===== config.mk =====
export PLATFORM = sky130hd
export DESIGN_NAME = fb_reader
export DESIGN_NICKNAME = d
export VERILOG_FILES = /design/src/rtl/fb_reader.sv
export SDC_FILE = /design/constraint.sdc
export NUM_CORES = 1
export LEC_CHECK = 0
export BUFFER_PORTS_ARGS = -buffer_cell sky130_fd_sc_hd__buf_2
export CORE_MARGIN = 5
export CORE_UTILIZATION = 38
export CTS_CLUSTER_SIZE = 14
export DETAILED_ROUTE_END_ITERATION = 8
export GPL_TIMING_DRIVEN = 0
export PLACE_DENSITY_LB_ADDON = 0.2
export SYNTH_ARGS = -nofsm -noshare
export SYNTH_HDL_FRONTEND = slang
export SYNTH_SLANG_ARGS = --single-unit

===== constraint.sdc =====
create_clock -name wshb_ifm_clk -period 1.6 [get_ports wshb_ifm_clk]
set_input_delay 0.16 -clock wshb_ifm_clk [delete_from_list [all_inputs] [get_ports wshb_ifm_clk]]
set_output_delay 0.16 -clock wshb_ifm_clk [all_outputs]
set_load 0.02 [all_outputs]

===== src/rtl/fb_reader.sv =====
// fb_reader: Wishbone burst master that streams the framebuffer in raster order into the pixel FIFO.
// A burst is only launched when the FIFO guarantees room for all of it; frame_sync restarts at pixel 0.
module fb_reader #(
    parameter int          HDISP    = 800,
    parameter int          VDISP    = 480,
    parameter int          BURST    = 16,
    parameter logic [31:0] BASE_ADR = 32'h0
) (
    input  logic        wshb_ifm_clk,
    input  logic        wshb_ifm_rst,
    output logic [31:0] wshb_ifm_adr,
    input  logic [31:0] wshb_ifm_dat_sm,
    input  logic        wshb_ifm_ack,
    output logic        wshb_ifm_cyc,
    output logic        wshb_ifm_stb,
    output logic        wshb_ifm_we,
    output logic [3:0]  wshb_ifm_sel,
    output logic [2:0]  wshb_ifm_cti,
    output logic [1:0]  wshb_ifm_bte,
    input  logic        fifo_walmost_full,
    output logic        fifo_write,
    output logic [31:0] fifo_wdata,
    input  logic        frame_sync,
    output logic        frame_done
);

    localparam int NPIX = HDISP * VDISP;
    localparam int PW   = (NPIX > 1) ? $clog2(NPIX) : 1;
    localparam int BW   = (BURST > 1) ? $clog2(BURST) : 1;

    localparam logic [2:0] CTI_IDLE = 3'b000;
    localparam logic [2:0] CTI_INC  = 3'b010;
    localparam logic [2:0] CTI_END  = 3'b111;

    if ((NPIX % BURST) != 0) begin : g_burst_check
        $error("fb_reader: HDISP*VDISP must be a multiple of BURST");
    end

    typedef enum logic {
        S_IDLE  = 1'b0,
        S_BURST = 1'b1
    } state_t;

    state_t          state;
    logic [PW-1:0]   pix;
    logic [PW-1:0]   pix_next;
    logic [BW-1:0]   beat;
    logic            pending;
    logic            beat_ack;
    logic            last_pix;
    logic            restart;

    assign beat_ack = (state == S_BURST) && wshb_ifm_ack;
    assign last_pix = (pix == PW'(NPIX - 1));
    assign restart  = (state == S_IDLE) && (frame_sync || pending);

    // The address register tracks the next pixel so it is already valid on the first beat.
    always_comb begin
        pix_next = pix;
        if (restart) begin
            pix_next = '0;
        end else if (beat_ack) begin
            pix_next = last_pix ? '0 : pix + PW'(1);
        end
    end

    always_ff @(posedge wshb_ifm_clk) begin
        if (wshb_ifm_rst) begin
            state        <= S_IDLE;
            pix          <= '0;
            beat         <= '0;
            pending      <= 1'b0;
            wshb_ifm_adr <= BASE_ADR;
            wshb_ifm_cyc <= 1'b0;
            wshb_ifm_cti <= CTI_IDLE;
            frame_done   <= 1'b0;
        end else begin
            pix          <= pix_next;
            wshb_ifm_adr <= BASE_ADR + (32'(pix_next) << 2);
            frame_done   <= beat_ack && last_pix;
            case (state)
                S_IDLE: begin
                    if (frame_sync || pending) begin
                        pending <= 1'b0;
                    end else if (!fifo_walmost_full) begin
                        state        <= S_BURST;
                        beat         <= '0;
                        wshb_ifm_cyc <= 1'b1;
                        wshb_ifm_cti <= (BURST == 1) ? CTI_END : CTI_INC;
                    end
                end
                S_BURST: begin
                    // A sync request never aborts a burst; it is deferred to the next idle cycle.
                    if (frame_sync) begin
                        pending <= 1'b1;
                    end
                    if (wshb_ifm_ack) begin
                        if (beat == BW'(BURST - 1)) begin
                            state        <= S_IDLE;
                            beat         <= '0;
                            wshb_ifm_cyc <= 1'b0;
                            wshb_ifm_cti <= CTI_IDLE;
                        end else begin
                            beat         <= beat + BW'(1);
                            wshb_ifm_cti <= ((beat + BW'(1)) == BW'(BURST - 1)) ? CTI_END : CTI_INC;
                        end
                    end
                end
                default: begin
                    state <= S_IDLE;
                end
            endcase
        end
    end

    assign wshb_ifm_stb = wshb_ifm_cyc;
    assign wshb_ifm_we  = 1'b0;
    assign wshb_ifm_sel = 4'hF;
    assign wshb_ifm_bte = 2'b00;

    assign fifo_write = wshb_ifm_cyc && wshb_ifm_ack;
    assign fifo_wdata = wshb_ifm_dat_sm;

endmodule


==> out/qor.csv <==
stage;metric;value;unit
sta;hold_viol;0;
clocking;cts.clk_slew.worst_paths;60;ps
die;die_area;6200;µm²
global_routing;grt.overflow.total;0;
setup_path;required;1830;ps
route;drtPass1Iterations;4;
global_routing;grt_max_degree;11;
synth;synth-edff-count;0;
global_routing;grt_usage;14.7;%
pwr;seqPwrFrac;39.0;%
pwr;switchingPower;478;µW
setup_path;crit_path_end_kind;flip-flop;
die;rows;25;
die;core;4660;µm²
synth;syn_inst;212;
setup_path;r2r_cells;4;
worst_hold_path;whs_path_depth;3;
setup_path;cpMaxStageDelayCell;or4_4;
clocking;cts_root_buf;clkbuf_8;
synth;synthArstFlopShare;0;%
run;drv_cap;0;
clocking;insertion_delay;280;ps
layout;fin_nets;346;
setup_path;cp-start-kind;flip-flop;
layout;syn_to_final_growth;41.4;%
setup_path;path_cells;nand4_1, or4_4, or3_4, a21oi_2;
route;avgViaCountPerCell;4.53;
die;die_x;78.8;µm
sta;tns;-5.72;ps
clocking;cts_max_level;2;
die;ios;115;
route;wl_per_cell;12.3;µm
sta;setup_viol;1;
synth;netlist_area;1800;µm²
pwr;p_per_area;732;nW/µm²
clocking;cts_buffers;5;
sta;rsz0062_at_grt;yes;
status;run_status;complete, but fails checks;
layout;fill_cells;457;
synth;ys_seq_area_share;32.3;%
sta;fin_crit;1610;ps
clocking;numClockSinks;29;
setup_path;worstSetupPathType;flip-flop to flip-flop;
layout;layout_commonest_cell;buf_4;
setup_path;worstPathArrival;1830;ps
sta;slew_headroom;66.4;%
synth;ys_seq_elements;29;
pwr;internal-power;1380;µW
layout;drive_above_1_share;54.4;%
setup_path;cpPeakStageDelay;580;ps
placed_design;place_congestion;0.837;
synth;ys_types;41;
die;start_util;38.6;%
route;vias;1637;
die;die_h;78.8;µm
sta;tightest_slew;499;ps
route;drc;0;
layout;diodes;0;
setup_path;path_max_fanout;7;
pwr;peakVddDrop;491;µV
layout;final_core_util;54.5;%
clocking;ctsLongestPathBuffers;2;
global_routing;antenna_found_initial;0;
placed_design;hpwl;3330;µm
pwr;p_leak;0.00122;µW
sta;period_share;100;%
global_routing;grt_pass1_vias;1523;
synth;syn_avg_cell_area;8.48;µm²
synth;synth_ff_type;dfxtp_1;
pwr;p_clk_share;42.3;%
layout;final_cell_mix;63 x buf_4, 61 x buf_2, 21 x nor2_1, 20 x conb_1, 16 x dfxtp_1;
pwr;switching_share;25.7;%
route;initialDrtViolationCount;48;
sta;fmax;0.623;GHz
route;wl;4430;µm
pwr;combPwrFrac;18.6;%
global_routing;grt_pass1_wl;7220;µm
worst_hold_path;hp-class;input port to flip-flop;
route;ant_nets;0;
sta;hold_ws;208;ps
status;violations;negative setup slack;
clocking;cts_tree;done;
synth;ys_warn_count;0;
sta;finClkSkew;6.20;ps
sta;finalWorstSetupSlack;-5.72;ps
sta;drv_slew;0;
placed_design;io_buffers;61;
area by class of cell:
cell class / count / area (µm²) / share of cell area [%]
buffer: 58 / 439 / 17.3
clock buffer: 7 / 86.3 / 3.40
clock inverter: 1 / 30.0 / 1.18
inverter: 3 / 11.3 / 0.443
multi-input combinational: 139 / 916 / 36.0
sequential: 29 / 614 / 24.2
tap: 54 / 67.6 / 2.66
timing repair buffer: 70 / 377 / 14.8
sequential cells by signal (all words and copies together) (netlist names):
name,flops
beat,4
frame_done,1
pending,1
pix,19
state,1
wshb_ifm_cti,2
wshb_ifm_cyc,1
metrics by stage:
step	area [µm²]	setup WS, ps	cells	power [µW]
after floorplan	1910	-33.8	230	1010
after global placement	2280	-178	345	1070
after detailed placement	2280	-218	345	1070
after CTS	2470	12.7	360	1880
after global routing	2540	-51.2	361	1960
final	2540	-5.72	361	1860
power by group through the flow:
stage	clock [µW]	sequential (µW)	combinational (µW)
after floorplan	0	755	253
after global placement	0	749	320
after detailed placement	0	750	323
after CTS	815	728	336
after global routing	857	727	373
final	788	727	347
final timing paths:
kind	start	end	slack, ps
worst max-delay path	pix[4]	pix[16]	-6
worst min-delay path	fifo_walmost_full	wshb_ifm_cyc	210
worst max register to register	pix[4]	pix[16]	-6
worst min register to register	pix[1]	pix[1]	510
cells by family (layout without fill, tap and decap cells):
kind of cell / Yosys count / after routing / share of synthesized area [%]
and+or+nand+nor: 77 / 77 / 24.9
other: 2 / 20 / 0.418
xor gates and xnor gates: 14 / 14 / 6.82
AOI/OAI and AO/OA: 25 / 25 / 8.50
DFF: 29 / 29 / 32.3
adders and majority gates: 3 / 3 / 2.09
buffers and inverters: 62 / 139 / 24.9
cell usage after synthesis (2+ instances only):
master	n	share of area (%)
a21oi_1	11	3.1
and2_1	4	1.4
and2_2	2	0.84
and3_1	2	0.70
and4_1	2	0.98
buf_4	55	23
clkbuf_1	2	0.42
conb_1	2	0.42
dfxtp_1	29	32
ha_1	3	2.1
inv_1	3	0.63
nand2_1	10	2.1
nand3_1	8	2.2
nand4_1	8	2.8
nand4bb_1	2	1.3
nor2_1	21	4.4
nor3_1	3	0.84
nor4_1	2	0.70
o21ai_0	8	2.2
or3_1	2	0.70
xnor2_1	3	1.5
xor2_1	11	5.4
metal layers:
layer,global-route usage [%],vias up,part of all wire (%)
met5,0,-,0
met4,4.72,0,0.86
met3,5.56,5,8.2
met2,24.0,61,50
met1,17.9,725,41
li1,-,846,-
timing repair:
action / in CTS / in global routing
pin swaps: 6 / 3
setup buffers: 7 / 1
endpoints found under the setup margin: 12 / 23
gates cloned: 0 / 1
hold buffers: 0 / 0
resized for setup: 5 / 15
critical path: cells and delay by family, from the launching register on:
| kind | cells | cell delay (ps) |
|---|---|---|
| simple gates | 3 | 1050 |
| flops | 1 | 380 |
| compound gates | 1 | 130 |
No activity file was read; power rests on OpenSTA's default activity.
